**src/rtl/fetch_pkg.sv**
```systemverilog
// Shared constants and helpers for the instruction fetch stage.
package fetch_pkg;

   localparam int unsigned       INSTR_W   = 32;
   localparam logic [31:0]       RESET_PC  = 32'h0000_0000;
   localparam int unsigned       PC_INC    = 4;
   localparam logic [INSTR_W-1:0] NOP_INSTR = '0;

   // J-type target: upper nibble of the jump's successor PC, then the word index.
   function automatic logic [31:0] jump_target(input logic [31:0] pc,
                                               input logic [25:0] index);
      logic [31:0] pc_plus4;
      pc_plus4 = pc + 32'(PC_INC);
      return {pc_plus4[31:28], index, 2'b00};
   endfunction

endpackage

```
**src/rtl/fetch_queue.sv**
```systemverilog
// Two-entry FIFO of {instruction, pc} with flush; flush beats push and pop.
module fetch_queue
   import fetch_pkg::*;
#(
   parameter int unsigned ADDR_W = 32
) (
   input  logic               clk,
   input  logic               rst_n,
   input  logic               push_i,
   input  logic [INSTR_W-1:0] push_instr_i,
   input  logic [ADDR_W-1:0]  push_pc_i,
   input  logic               pop_i,
   input  logic               flush_i,
   output logic [INSTR_W-1:0] head_instr_o,
   output logic [ADDR_W-1:0]  head_pc_o,
   output logic [1:0]         count_o,
   output logic               empty_o,
   output logic               full_o
);

   logic [INSTR_W-1:0] instr_q [2];
   logic [ADDR_W-1:0]  pc_q    [2];
   logic               rd_ptr_q, wr_ptr_q;
   logic [1:0]         count_q, count_d;
   logic               do_push, do_pop;

   assign do_push = push_i && !flush_i;
   assign do_pop  = pop_i && !empty_o && !flush_i;

   // NOTE: every always_comb output gets a default first so no latch is inferred.
   always_comb begin
      count_d = count_q;
      if (do_push && !do_pop) begin
         count_d = count_q + 2'd1;
      end else if (!do_push && do_pop) begin
         count_d = count_q - 2'd1;
      end
   end

   // NOTE: storage is reset (only two entries) so the head reads 0 straight out of reset.
   always_ff @(posedge clk or negedge rst_n) begin
      if (!rst_n) begin
         for (int i = 0; i < 2; i++) begin
            instr_q[i] <= NOP_INSTR;
            pc_q[i]    <= '0;
         end
         rd_ptr_q <= 1'b0;
         wr_ptr_q <= 1'b0;
         count_q  <= 2'd0;
      end else if (flush_i) begin
         rd_ptr_q <= 1'b0;
         wr_ptr_q <= 1'b0;
         count_q  <= 2'd0;
      end else begin
         if (do_push) begin
            instr_q[wr_ptr_q] <= push_instr_i;
            pc_q[wr_ptr_q]    <= push_pc_i;
            wr_ptr_q          <= ~wr_ptr_q;
         end
         if (do_pop) begin
            rd_ptr_q <= ~rd_ptr_q;
         end
         count_q <= count_d;
      end
   end

   assign head_instr_o = instr_q[rd_ptr_q];
   assign head_pc_o    = pc_q[rd_ptr_q];
   assign count_o      = count_q;
   assign empty_o      = (count_q == 2'd0);
   assign full_o       = (count_q == 2'd2);

endmodule

```
**src/rtl/instr_fetch_unit.sv**
```systemverilog
// Fetch stage: PC generation, 1-cycle-latency imem reads, 2-entry output queue
// toward the decoder, and branch/jump redirect handling.
module instr_fetch_unit #(
   parameter int unsigned       ADDR_W     = 32,
   parameter logic [ADDR_W-1:0] RESET_PC   = fetch_pkg::RESET_PC,
   parameter int unsigned       FIFO_DEPTH = 2
) (
   input  logic              clk,
   input  logic              rst_n,
   output logic              imem_req,
   output logic [ADDR_W-1:0] imem_addr,
   input  logic [31:0]       imem_rdata,
   output logic [31:0]       instr_out,
   output logic [ADDR_W-1:0] pc_out,
   output logic              instr_valid,
   input  logic              dec_ready,
   input  logic              branch_en,
   input  logic [ADDR_W-1:0] branch_target,
   input  logic              jump_en,
   input  logic [25:0]       jump_index,
   input  logic [ADDR_W-1:0] jump_pc
);

   logic [ADDR_W-1:0] fetch_pc_q, fetch_pc_d;
   logic [ADDR_W-1:0] tag_q;
   logic [ADDR_W-1:0] redirect_pc;
   logic              inflight_q;
   logic              redirect, pop;
   logic [1:0]        q_count;
   logic              q_empty, q_full;
   logic [2:0]        slots_used;

   assign redirect = branch_en || jump_en;

   always_comb begin
      if (branch_en) begin
         redirect_pc = {branch_target[ADDR_W-1:2], 2'b00};
      end else begin
         redirect_pc = ADDR_W'(fetch_pkg::jump_target(32'(jump_pc), jump_index));
      end
   end

   assign instr_valid = !q_empty;
   assign pop         = instr_valid && dec_ready;

   // An entry leaving this cycle frees its slot now, which sustains one fetch per cycle.
   assign slots_used = {1'b0, q_count} - {2'b00, pop} + {2'b00, inflight_q};
   assign imem_req   = rst_n && !redirect && (slots_used < 3'(FIFO_DEPTH));
   assign imem_addr  = fetch_pc_q;

   always_comb begin
      fetch_pc_d = fetch_pc_q;
      if (redirect) begin
         fetch_pc_d = redirect_pc;
      end else if (imem_req) begin
         fetch_pc_d = fetch_pc_q + ADDR_W'(fetch_pkg::PC_INC);
      end
   end

   // NOTE: state registers use non-blocking assignments so every flop samples pre-edge values.
   always_ff @(posedge clk or negedge rst_n) begin
      if (!rst_n) begin
         fetch_pc_q <= RESET_PC;
         inflight_q <= 1'b0;
         tag_q      <= '0;
      end else begin
         fetch_pc_q <= fetch_pc_d;
         inflight_q <= imem_req;
         if (imem_req) begin
            tag_q <= fetch_pc_q;
         end
      end
   end

   // A response arriving during a redirect is squashed by the queue's flush priority.
   fetch_queue #(
      .ADDR_W (ADDR_W)
   ) u_queue (
      .clk          (clk),
      .rst_n        (rst_n),
      .push_i       (inflight_q),
      .push_instr_i (imem_rdata),
      .push_pc_i    (tag_q),
      .pop_i        (pop),
      .flush_i      (redirect),
      .head_instr_o (instr_out),
      .head_pc_o    (pc_out),
      .count_o      (q_count),
      .empty_o      (q_empty),
      .full_o       (q_full)
   );

   a_no_overflow: assert property (@(posedge clk) disable iff (!rst_n)
      !(q_full && inflight_q));

endmodule

```
**config.mk**
```make
export PLATFORM = sky130hd
export DESIGN_NAME = instr_fetch_unit
export DESIGN_NICKNAME = d
export VERILOG_FILES = /design/src/rtl/fetch_pkg.sv /design/src/rtl/fetch_queue.sv /design/src/rtl/instr_fetch_unit.sv
export SDC_FILE = /design/constraint.sdc
export NUM_CORES = 1
export LEC_CHECK = 0
export CORE_MARGIN = 1
export CORE_UTILIZATION = 50
export DETAILED_ROUTE_END_ITERATION = 7
export PLACE_DENSITY = 0.83
export SETUP_SLACK_MARGIN = 0.02
export SYNTH_ARGS = -nofsm -noshare
export SYNTH_HDL_FRONTEND = slang
export SYNTH_SLANG_ARGS = --single-unit
```
**constraint.sdc**
```tcl
create_clock -name clk -period 6.1 [get_ports clk]
set_clock_uncertainty 0.15 [all_clocks]
set_input_delay 1.83 -clock clk [delete_from_list [all_inputs] [get_ports clk]]
set_output_delay 1.83 -clock clk [all_outputs]
set_load 0.02 [all_outputs]
```
==> Flow_metrics.wiki <==
{| class="wikitable"
! Metric !! Value
|-
| Outcome || complete, no violations
|-
| Cell depth of the worst flop-to-flop path || 14
|-
| Number of diodes added for antenna fixing || 0
|-
| Final worst path period need || 5.949 ns
|-
| Worst min-delay path class || reg -> reg
|-
| Sequential-to-total area share from yosys stat || 0.5220
|-
| Met3 Use GR || 0.06556
|-
| Max-slew violation total from the final report || 0
|-
| Vias in the first global route || 7,160
|-
| Number of detailed-route iterations in the first pass || 5
|-
| Detailed placement HPWL || 16,430 microns
|-
| Number of buffers inserted for hold repair after clock tree synthesis || 0
|-
| Overall die width || 136.6 microns
|-
| Num ports || 225
|-
| Post-synthesis cell count || 795
|-
| Max stage delay on crit path || 0.47 ns
|-
| Endpoint of the worst register-to-register path || imem_addr[16]
|-
| CP Capture Type || primary output
|-
| Most frequent standard cell in the layout excluding fill and tap cells || clkdlybuf4s50_1
|-
| Vias after detailed routing || 6,964
|-
| Final Power || 0.003669 W
|-
| Synthesized area per cell || 11.40 sq um
|-
| Highest Clock Rate || 0.1681 GHz
|-
| Flip-flop cell with the highest count after synthesis || dfrtp_1
|-
| FP Rows || 48
|-
| Crit-path max FO || 3
|-
| Sum of overflow across all layers after global routing || 0
|-
| Nets || 1,133
|-
| Number of buffers created by CTS || 17
|-
| Clock sink count || 189
|-
| Clk slew on worst S/H paths || 0.06 ns
|-
| Global-route wire length before repair || 36,970 microns
|-
| Number of remaining DRC errors || 0
|-
| Start of the worst register-to-register path || u_queue.count_o[1]
|-
| Internal reg-to-reg setup slack || 2.54 ns
|-
| Core box area || 17,480 sq um
|-
| Met1 Resource Use GR || 0.3276
|-
| Critical path startpoint category || input pin
|-
| Most crowded layer after global routing || met2
|-
| DR vias/cell || 5.625
|-
| Fill cell total of the finished layout || 1,289
|-
| Maximum buffer depth of the clock tree || 2
|-
| Area taken by multi-input logic gates || 4059 sq um
|-
| Final core utilization || 0.6863
|-
| Initial core utilization || 0.5185
|-
| Post-route ant nets || 0
|-
| Post-synth ARST share || 1.000
|-
| Number of storage elements in the synthesis netlist || 189
|-
| Clk root buf || clkbuf_16
|-
| Final weighted congestion of routability-driven global placement || 0.9433
|-
| Worst max-slew margin expressed relative to the limit || 0.3980
|-
| Number of port buffers || 216
|-
| Worst skew pair latency || 0.43 ns
|-
| Leakage power || 5.345 nW
|-
| Worst Hold End || tag_q[6]
|-
| Final critical-path share of the clock period || 0.9752
|-
| Avg WL per Cell || 19.05 microns
|-
| Number of flops mapped to enable cells by yosys || 0
|-
| First DRT Iteration DRCs || 396
|-
| DIE AREA || 18,670 sq um
|-
| Clock tree from TritonCTS || done
|-
| All-Layer GR Usage || 0.2624
|-
| Number of hold violations in the final report || 0
|-
| Crit path setup slack, layout || 0.1514 ns
|-
| Total area of sequential cells || 4731 sq um
|-
| Final-report setup violation count || 0
|-
| Worst EP arrival || 3.97 ns
|-
| Count of cells along the worst hold path || 2
|-
| Worst Path Class, Setup || in -> out
|-
| Worst ir drop on vdd || 0.0001972 V
|-
| GR Layer Usage met2 || 0.4413
|-
| Maximum level of the CTS H-tree || 4
|-
| Warnings, synthesis || 0
|-
| Initial antenna violation count || 0
|-
| Data required time of the worst path || 4.12 ns
|-
| Hold_sp || tag_q[6]
|-
| Max cap viols || 0
|-
| Y dimension of the die || 136.6 microns
|-
| P per Cell Area || 305.9 nW/um^2
|-
| Total detailed-routing wirelength || 23,590 microns
|-
| Library cell contributing the largest single delay on the critical path || clkdlybuf4s50_1
|-
| Unrepaired setup endpoints after global routing || false
|-
| Netlist cell types || 56
|-
| Area growth, synth to finish || 32.37%
|-
| Cell Chain, Critical Path || clkdlybuf4s50_1 -> nand2_1 -> inv_1 -> ha_1 -> nand2b_1 -> fa_1 -> xnor2_1 -> nand3_1 -> inv_1 -> clkdlybuf4s15_1
|-
| Worst-Margin Slew || 0.9030 ns
|-
| Most frequent CP cell || inv_1
|-
| Post-Syn Area || 9061 sq um
|-
| Largest net degree at the start of global routing || 72
|-
| Pre-CTS WS || -0.1563 ns
|-
| Ratio of cells with drive above 1 in the final layout || 0.2478
|-
| Top library cells by usage in the layout, fill and taps aside || clkdlybuf4s50_1 (214), mux2_2 (188), dfrtp_1 (188)
|}
-- registers in the layout, indices dropped and copies added, names as in the netlist --
| signal | count |
|---|---|
| tag_q | 30 |
| u_queue.instr_q | 64 |
| u_queue.count_o | 2 |
| u_queue.rd_ptr_q | 1 |
| inflight_q | 1 |
| u_queue.pc_q | 60 |
| imem_addr | 30 |
| u_queue.wr_ptr_q | 1 |
-- through the flow --
stage / TNS (ns) / cells / area (sq um) / hold WS (ns)
2_1_floorplan: 0 / 798 / 9072 / 0.3066
3_3_place_gp: -0.1391 / 1209 / 11410 / 0.3275
3_5_place_dp: -0.1563 / 1209 / 11410 / 0.3366
4_1_cts: 0 / 1238 / 11990 / 0.3534
5_1_grt: 0 / 1238 / 11990 / 0.3700
6_report: 0 / 1238 / 11990 / 0.3508
-- how the worst max path moves through the flow --
stage	from	endpoint	slack, ns	cells past startpoint
floorplan	dec_ready	imem_req	0.36	10
global placement	dec_ready	imem_req	-0.14	10
detailed placement	dec_ready	imem_req	-0.16	10
CTS	dec_ready	imem_req	0.11	10
global route	dec_ready	imem_req	0.04	10
finish	dec_ready	imem_req	0.15	10
-- repair_timing --
action,4_1_cts,5_1_grt
setup endpoints to repair,1,1
resized for setup,1,1
pin swaps,0,0
setup buffers,0,0
-- cell families after synthesis --
| family | after synthesis | synth area share |
|---|---|---|
| flip-flops | 189 | 0.5220 |
| AND/OR/NAND/NOR | 236 | 0.1196 |
| buffers and inverters | 60 | 0.03231 |
| multiplexers | 194 | 0.2403 |
| adder cells (fa/ha/maj) | 3 | 0.004971 |
| AO/OA/AOI/OAI | 90 | 0.05924 |
| XOR/XNOR | 22 | 0.02127 |
| other | 1 | 0.0004139 |
-- worst max-delay path, delay by kind of cell --
family / cells / cell delay [ns]
xor gates and xnor gates: 1 / 0.23
and+or+nand+nor: 3 / 0.36
adders and majority gates: 2 / 0.62
buffers and inverters: 4 / 0.93
-- cells in the mapped netlist, types with 2 or more instances --
| library cell | count | area [sq um] |
|---|---|---|
| mux2_2 | 188 | 2117 |
| o221ai_1 | 2 | 17.52 |
| o21ai_0 | 34 | 170.2 |
| or2_2 | 2 | 12.51 |
| o21a_1 | 2 | 15.01 |
| and4_1 | 6 | 52.55 |
| nor2_1 | 33 | 123.9 |
| nor3_1 | 5 | 25.02 |
| nand3_1 | 15 | 75.07 |
| o221a_2 | 2 | 22.52 |
| mux2i_1 | 6 | 60.06 |
| nand4_1 | 17 | 106.4 |
| buf_4 | 5 | 37.54 |
| clkbuf_1 | 15 | 56.30 |
| o22ai_1 | 4 | 25.02 |
| a22oi_1 | 2 | 15.01 |
| buf_2 | 16 | 80.08 |
| and3_1 | 9 | 56.30 |
| ha_1 | 2 | 25.02 |
| buf_1 | 7 | 26.28 |
| nor4_1 | 2 | 12.51 |
| dfrtp_1 | 189 | 4730 |
| clkbuf_8 | 2 | 27.53 |
| nor2_2 | 2 | 12.51 |
| inv_1 | 13 | 48.80 |
| nand2_1 | 131 | 491.7 |
| a2bb2oi_1 | 4 | 35.03 |
| or3_1 | 3 | 18.77 |
| o32ai_1 | 2 | 17.52 |
| xnor2_1 | 15 | 131.4 |
| a21oi_1 | 29 | 145.1 |
| xor2_1 | 7 | 61.31 |
-- power breakdown --
| group | internal [W] | leakage, nW | switching [W] |
|---|---|---|---|
| combinational | 0.000536 | 2.62 | 0.000452 |
| sequential | 0.00144 | 2.45 | 0.000141 |
| clock | 0.000631 | 0.276 | 0.000465 |
| total | 0.00261 | 5.35 | 0.00106 |
-- per-layer routing --
layer  vias to the layer above  wire length [microns]
li1                       3211                      -
met1                      3395                   9753
met5                         -                      0
met3                        39                   1853
met2                       319                  11490
met4                         0                    488
-- cell type report --
type	count	area share
Sequential cell	189	0.3944
Inverter	13	0.004068
Clock buffer	20	0.03891
Clock inverter	9	0.009493
Timing Repair Buffer	233	0.1912
Tap cell	225	0.02347
Multi-Input combinational cell	549	0.3384
Note: power is estimated with default switching activity, not from simulation.
